### src/rtl/synth_pkg.sv
// Shared definitions for the synthesizer voice path: envelope state encoding
// and the full-scale envelope constant.
package synth_pkg;

   typedef enum logic [2:0] {
      IDLE    = 3'd0,
      ATTACK  = 3'd1,
      DECAY   = 3'd2,
      SUSTAIN = 3'd3,
      RELEASE = 3'd4
   } env_state_t;

   // Full-scale level; modules slice the low W bits (W <= 32).
   localparam int unsigned        ENV_MAX_W = 32;
   localparam logic [ENV_MAX_W-1:0] ENV_MAX  = 32'hFFFF_FFFF;

endpackage

### src/rtl/env_vca.sv
// Registered signed amplitude multiply: scales a signed oscillator sample by an
// unsigned envelope level and keeps the upper W bits of the product.
module env_vca #(
   parameter int W = 16
) (
   input  logic         clk,
   input  logic         rst_n,
   input  logic         in_valid,
   input  logic [W-1:0] osc,
   input  logic [W-1:0] level,
   output logic [W-1:0] out,
   output logic         out_valid
);

   logic signed [2*W:0] osc_ext_s;
   logic signed [2*W:0] lvl_ext_s;
   logic signed [2*W:0] product_s;
   logic [W-1:0]        out_r;
   logic                out_valid_r;
   logic                unused_product_s;

   // Extend both operands to the full product width so the multiply is exact.
   always_comb begin
      osc_ext_s        = {{(W+1){osc[W-1]}}, osc};
      lvl_ext_s        = {{(W+1){1'b0}}, level};
      product_s        = osc_ext_s * lvl_ext_s;
      unused_product_s = ^{product_s[2*W], product_s[W-1:0]};
   end

   // Output register: the upper half is an arithmetic shift, i.e. floor rounding.
   always_ff @(posedge clk or negedge rst_n) begin
      if (!rst_n) begin
         out_r       <= {W{1'b0}};
         out_valid_r <= 1'b0;
      end else begin
         out_valid_r <= in_valid;
         if (in_valid) begin
            out_r <= product_s[2*W-1:W];
         end else begin
            out_r <= out_r;
         end
      end
   end

   assign out       = out_r;
   assign out_valid = out_valid_r;

endmodule

### src/rtl/adsr_envelope.sv
// ADSR envelope generator: steps level/state once per audio sample, then
// scales the oscillator sample through a registered VCA stage.
module adsr_envelope
   import synth_pkg::*;
#(
   parameter int W = 16
) (
   input  logic         Clk,
   input  logic         Reset_n,
   input  logic         sample_en,
   input  logic         key_on,
   input  logic [W-1:0] attack_rate,
   input  logic [W-1:0] decay_rate,
   input  logic [W-1:0] sustain_level,
   input  logic [W-1:0] release_rate,
   input  logic [W-1:0] osc_in,
   output logic [W-1:0] out,
   output logic [W-1:0] env_level,
   output logic [2:0]   env_state,
   output logic         out_valid
);

   localparam logic [W-1:0] LVL_MAX = ENV_MAX[W-1:0];

   env_state_t   state_r;
   env_state_t   state_nxt_s;
   env_state_t   eff_state_s;
   logic [W-1:0] level_r;
   logic [W-1:0] level_nxt_s;
   logic [W-1:0] osc_r;
   logic         key_r;
   logic         s1_valid_r;
   logic         rise_s;
   logic         fall_s;
   logic [W:0]   att_sum_s;
   logic [W:0]   dec_floor_s;

   // Gate edges, then the state whose step applies in this sample.
   always_comb begin
      rise_s = key_on & ~key_r;
      fall_s = ~key_on & key_r;
      if (rise_s) begin
         eff_state_s = ATTACK;
      end else if (fall_s && (state_r == ATTACK || state_r == DECAY ||
                              state_r == SUSTAIN)) begin
         eff_state_s = RELEASE;
      end else begin
         eff_state_s = state_r;
      end
   end

   // Level step with one extra bit of headroom so clamps are decided exactly.
   always_comb begin
      att_sum_s   = {1'b0, level_r} + {1'b0, attack_rate};
      dec_floor_s = {1'b0, sustain_level} + {1'b0, decay_rate};
      level_nxt_s = {W{1'b0}};
      state_nxt_s = IDLE;
      case (eff_state_s)
         ATTACK: begin
            if (attack_rate == {W{1'b0}} || att_sum_s >= {1'b0, LVL_MAX}) begin
               level_nxt_s = LVL_MAX;
               state_nxt_s = DECAY;
            end else begin
               level_nxt_s = att_sum_s[W-1:0];
               state_nxt_s = ATTACK;
            end
         end
         DECAY: begin
            if (decay_rate == {W{1'b0}} || {1'b0, level_r} <= dec_floor_s) begin
               level_nxt_s = sustain_level;
               state_nxt_s = SUSTAIN;
            end else begin
               level_nxt_s = level_r - decay_rate;
               state_nxt_s = DECAY;
            end
         end
         SUSTAIN: begin
            level_nxt_s = sustain_level;
            state_nxt_s = SUSTAIN;
         end
         RELEASE: begin
            if (release_rate == {W{1'b0}} ||
                {1'b0, level_r} <= {1'b0, release_rate}) begin
               level_nxt_s = {W{1'b0}};
               state_nxt_s = IDLE;
            end else begin
               level_nxt_s = level_r - release_rate;
               state_nxt_s = RELEASE;
            end
         end
         IDLE: begin
            level_nxt_s = {W{1'b0}};
            state_nxt_s = IDLE;
         end
         default: begin
            level_nxt_s = {W{1'b0}};
            state_nxt_s = IDLE;
         end
      endcase
   end

   // Stage 1: state, level, gate history and the oscillator sample paired with it.
   always_ff @(posedge Clk or negedge Reset_n) begin
      if (!Reset_n) begin
         state_r    <= IDLE;
         level_r    <= {W{1'b0}};
         key_r      <= 1'b0;
         osc_r      <= {W{1'b0}};
         s1_valid_r <= 1'b0;
      end else if (sample_en) begin
         state_r    <= state_nxt_s;
         level_r    <= level_nxt_s;
         key_r      <= key_on;
         osc_r      <= osc_in;
         s1_valid_r <= 1'b1;
      end else begin
         s1_valid_r <= 1'b0;
      end
   end

   env_vca #(
      .W (W)
   ) u_vca (
      .clk       (Clk),
      .rst_n     (Reset_n),
      .in_valid  (s1_valid_r),
      .osc       (osc_r),
      .level     (level_r),
      .out       (out),
      .out_valid (out_valid)
   );

   assign env_level = level_r;
   assign env_state = state_r;

endmodule

### config.mk
export PLATFORM = sky130hd
export DESIGN_NAME = adsr_envelope
export DESIGN_NICKNAME = d
export VERILOG_FILES = /design/src/rtl/synth_pkg.sv /design/src/rtl/env_vca.sv /design/src/rtl/adsr_envelope.sv
export SDC_FILE = /design/constraint.sdc
export NUM_CORES = 1
export LEC_CHECK = 0
export CAP_MARGIN = 10
export CELL_PAD_IN_SITES_DETAIL_PLACEMENT = 1
export CELL_PAD_IN_SITES_GLOBAL_PLACEMENT = 2
export CORE_AREA = 5 5 199 201
export DETAILED_ROUTE_END_ITERATION = 6
export DIE_AREA = 0 0 204 206
export PLACE_DENSITY = 0.8
export RECOVER_POWER = 50
export SYNTH_ARGS = -nofsm -noshare
export SYNTH_HDL_FRONTEND = slang
export SYNTH_SLANG_ARGS = --single-unit
### constraint.sdc
create_clock -name Clk -period 8.05 [get_ports Clk]
set_input_delay 1.2075 -clock Clk [delete_from_list [all_inputs] [get_ports Clk]]
set_output_delay 1.2075 -clock Clk [all_outputs]
set_load 0.02 [all_outputs]
==> metrics.md <==
| Metric | Value |
|---|---|
| Status | `complete, but fails checks` |
| Failing checks | `capacitance limit, slew limit` |
| Routed Antenna Nets | `0` |
| Post-DP HPWL | `36700 um` |
| Syn_area_per_cell | `8.78 sq um` |
| CTS tree | `built` |
| Clk slew on worst S/H paths | `0.10 ns` |
| Ys Warns | `0` |
| Largest net degree at the start of global routing | `55` |
| Netlist cell types | `81` |
| Post-CTS sizing | `0` |
| Startpoint types | `register` |
| Layout Utilization | `0.429` |
| Final nets | `2178` |
| R2R cell count | `20` |
| Worst setup EP type | `register` |
| Syn Std Cell Area | `14100 sq um` |
| Number of synthesized flops with an enable pin | `0` |
| Synth Area in Simple Gates | `0.166` |
| Total core area | `37400 sq um` |
| Most frequent cells in the layout | `284 x inv_1, 197 x fa_1, 193 x ha_1` |
| Max Slew Vio Count | `93` |
| CTS buffer count | `5` |
| CTS root buf | `clkbuf_16` |
| CP Max Fanout | `21` |
| First-pass iteration count of the detailed router | `4` |
| DRC violations left | `0` |
| Crit share post-route | `0.833` |
| Antenna cell count | `0` |
| Power per cell area | `141 nW/um^2` |
| Post-Synth Adder-Cell Area | `0.451` |
| Clock Skew | `0.0223 ns` |
| Max Cap Viol | `2` |
| Die extent in y | `206 um` |
| Max-slew headroom | `-1.29` |
| Largest family of logic cells by synthesized area | `adder cells` |
| Initial antenna violation count | `0` |
| Number of global-route vias before repair | `13289` |
| WP data required | `8.22 ns` |
| XOR/XNOR Fraction of Synth Area | `0.0403` |
| Compound-cell area share of the yosys netlist | `0.132` |
| Most common cell after layout, fill and taps aside | `inv_1` |
| Initial drt markers | `607` |
| # Post-CTS Setup Buffers | `0` |
| Synth Net Count | `2083` |
| Synth Flop Type | `dfrtp_1` |
| Wire length per cell | `20.2 um` |
| Area grow syn2layout | `13.5%` |
| Total count of hold-check failures in the final report | `0` |
| Layout cells sized above 1 | `0.0475` |
| Hold_buf cts | `0` |
| GRT overflow | `0` |
| Peak VDD IR | `0.0937 mV` |
| RSZ-0062 raised after global routing | `false` |
| Final worst slack | `1.34 ns` |
| # setup viols final | `0` |
| Drt via density | `5.34` |
| Max Freq | `0.149 GHz` |
| #FFs+latches synth | `54` |
| Pleak | `0.00796 uW` |
| Final WL | `44800 um` |
| Pwr Total | `2260 uW` |
| Hold Path Class | `reg2reg` |
| Clock latency on the worst-skew pair | `0.34 ns` |
| Clk buf depth | `2` |
| Gate Count Post-Synth | `1609` |
| Pre-CTS setup slack | `1.42 ns` |
| Top-level I/O count | `120` |
| Setup TNS | `0 ns` |
| Setup CP Type | `reg2reg` |
| Clock sink count | `54` |
| H-tree levels | `2` |
| Num rows | `71` |
| Arrival time worst endpoint | `6.87 ns` |
| Slew of the pin with the lowest slew margin | `3.44 ns` |
| Die X | `204 um` |
| Hold depth | `1` |
| Mux cell area share after synthesis | `0.0250` |
| Starting Density | `0.378` |
| First-pass GRT wire length | `73100 um` |
| Vias | `11840` |
| Seq/Total Area, Yosys | `0.0956` |
| Fin Hold WS | `0.491 ns` |
| Die footprint | `42000 sq um` |
| Total Routing Usage GR | `0.220` |
| Tmin final | `6.71 ns` |
| FFs w/ async S/R, synth | `1.00` |
| Port buffer count | `119` |
| Gpl congestion | `0.880` |
[report_power, final]
group	total [uW]	leakage (uW)	internal, uW	switching, uW
clock	262	0.0000759	120	142
combinational	1570	0.00721	691	878
sequential	432	0.000676	324	108
total	2260	0.00796	1130	1130
[synthesized netlist by cell type, drive strengths merged, types with 18 or more instances]
library cell,instances,area [sq um]
o21ai,49,253
and2,117,732
fa,197,3940
nor2,52,195
nand2,172,646
inv,285,1070
nor3,18,95.1
ha,193,2410
a21oi,65,329
xnor2,42,368
dfrtp,54,1350
clkbuf,47,176
a21o,33,249
mux2,26,293
xor2,23,201
[cell type report]
cell class                 count  area, sq um
fill                        4424        21400
multi-input combinational   1219        11500
sequential                    54         1350
timing repair buffer         139         1320
inverter                     285         1070
tap                          511          639
clock buffer                   5          125
clock inverter                 3         28.8
[state kept, by name, indices dropped and copies added, names as in the netlist]
signal	cells
u_vca.out	16
s1_valid_r	1
key_r	1
u_vca.out_valid	1
env_state	3
osc_r	16
env_level	16
[per-stage QoR]
stage | std cells | cell area [sq um]
3_5_place_dp | 2208 | 15900
2_1_floorplan | 1609 | 14100
4_1_cts | 2216 | 16000
5_1_grt | 2216 | 16000
6_report | 2216 | 16000
3_3_place_gp | 2208 | 15900
[per-layer routing]
metal	global-route usage	up-vias	part of all wire
met5	0	-	0
met4	0.0591	0	0.029
met3	0.0320	66	0.042
met2	0.384	246	0.48
met1	0.287	6037	0.45
li1	-	5491	-
[worst max-delay path, cell delays in order (launching register included)]
cell and delay [ns]:
dfrtp_1 0.99, nand2_1 0.15, fa_1 0.52, fa_1 0.60, fa_1 0.45, fa_1 0.54, inv_1 0.05, fa_1 0.47
inv_1 0.05, fa_1 0.47, inv_1 0.05, ha_1 0.28, a21o_1 0.12, a21oi_1 0.07, o21a_1 0.21, o221ai_2 0.36
a21boi_1 0.22, o21ai_0 0.53, a21oi_1 0.17, xnor2_1 0.15, a21oi_1 0.08
[path summary, 6_finish.rpt]
kind	slack (ns)	end	start
max	1.34	u_vca.out[15]	env_level[8]
min	0.49	u_vca.out[1]	u_vca.out[1]
max reg2reg	1.34	u_vca.out[15]	env_level[8]
min reg2reg	0.49	u_vca.out[1]	u_vca.out[1]
max in group asynchronous	3.93	osc_r[5]	Reset_n
min in group asynchronous	2.12	u_vca.out[1]	Reset_n
[logic make-up after synthesis]
group	after synthesis
mux	32
xor+xnor	65
buf+inv	336
fa+ha+maj	391
simple gates	465
flops	54
compound gates	266
Power figures use the tool's default switching activity.
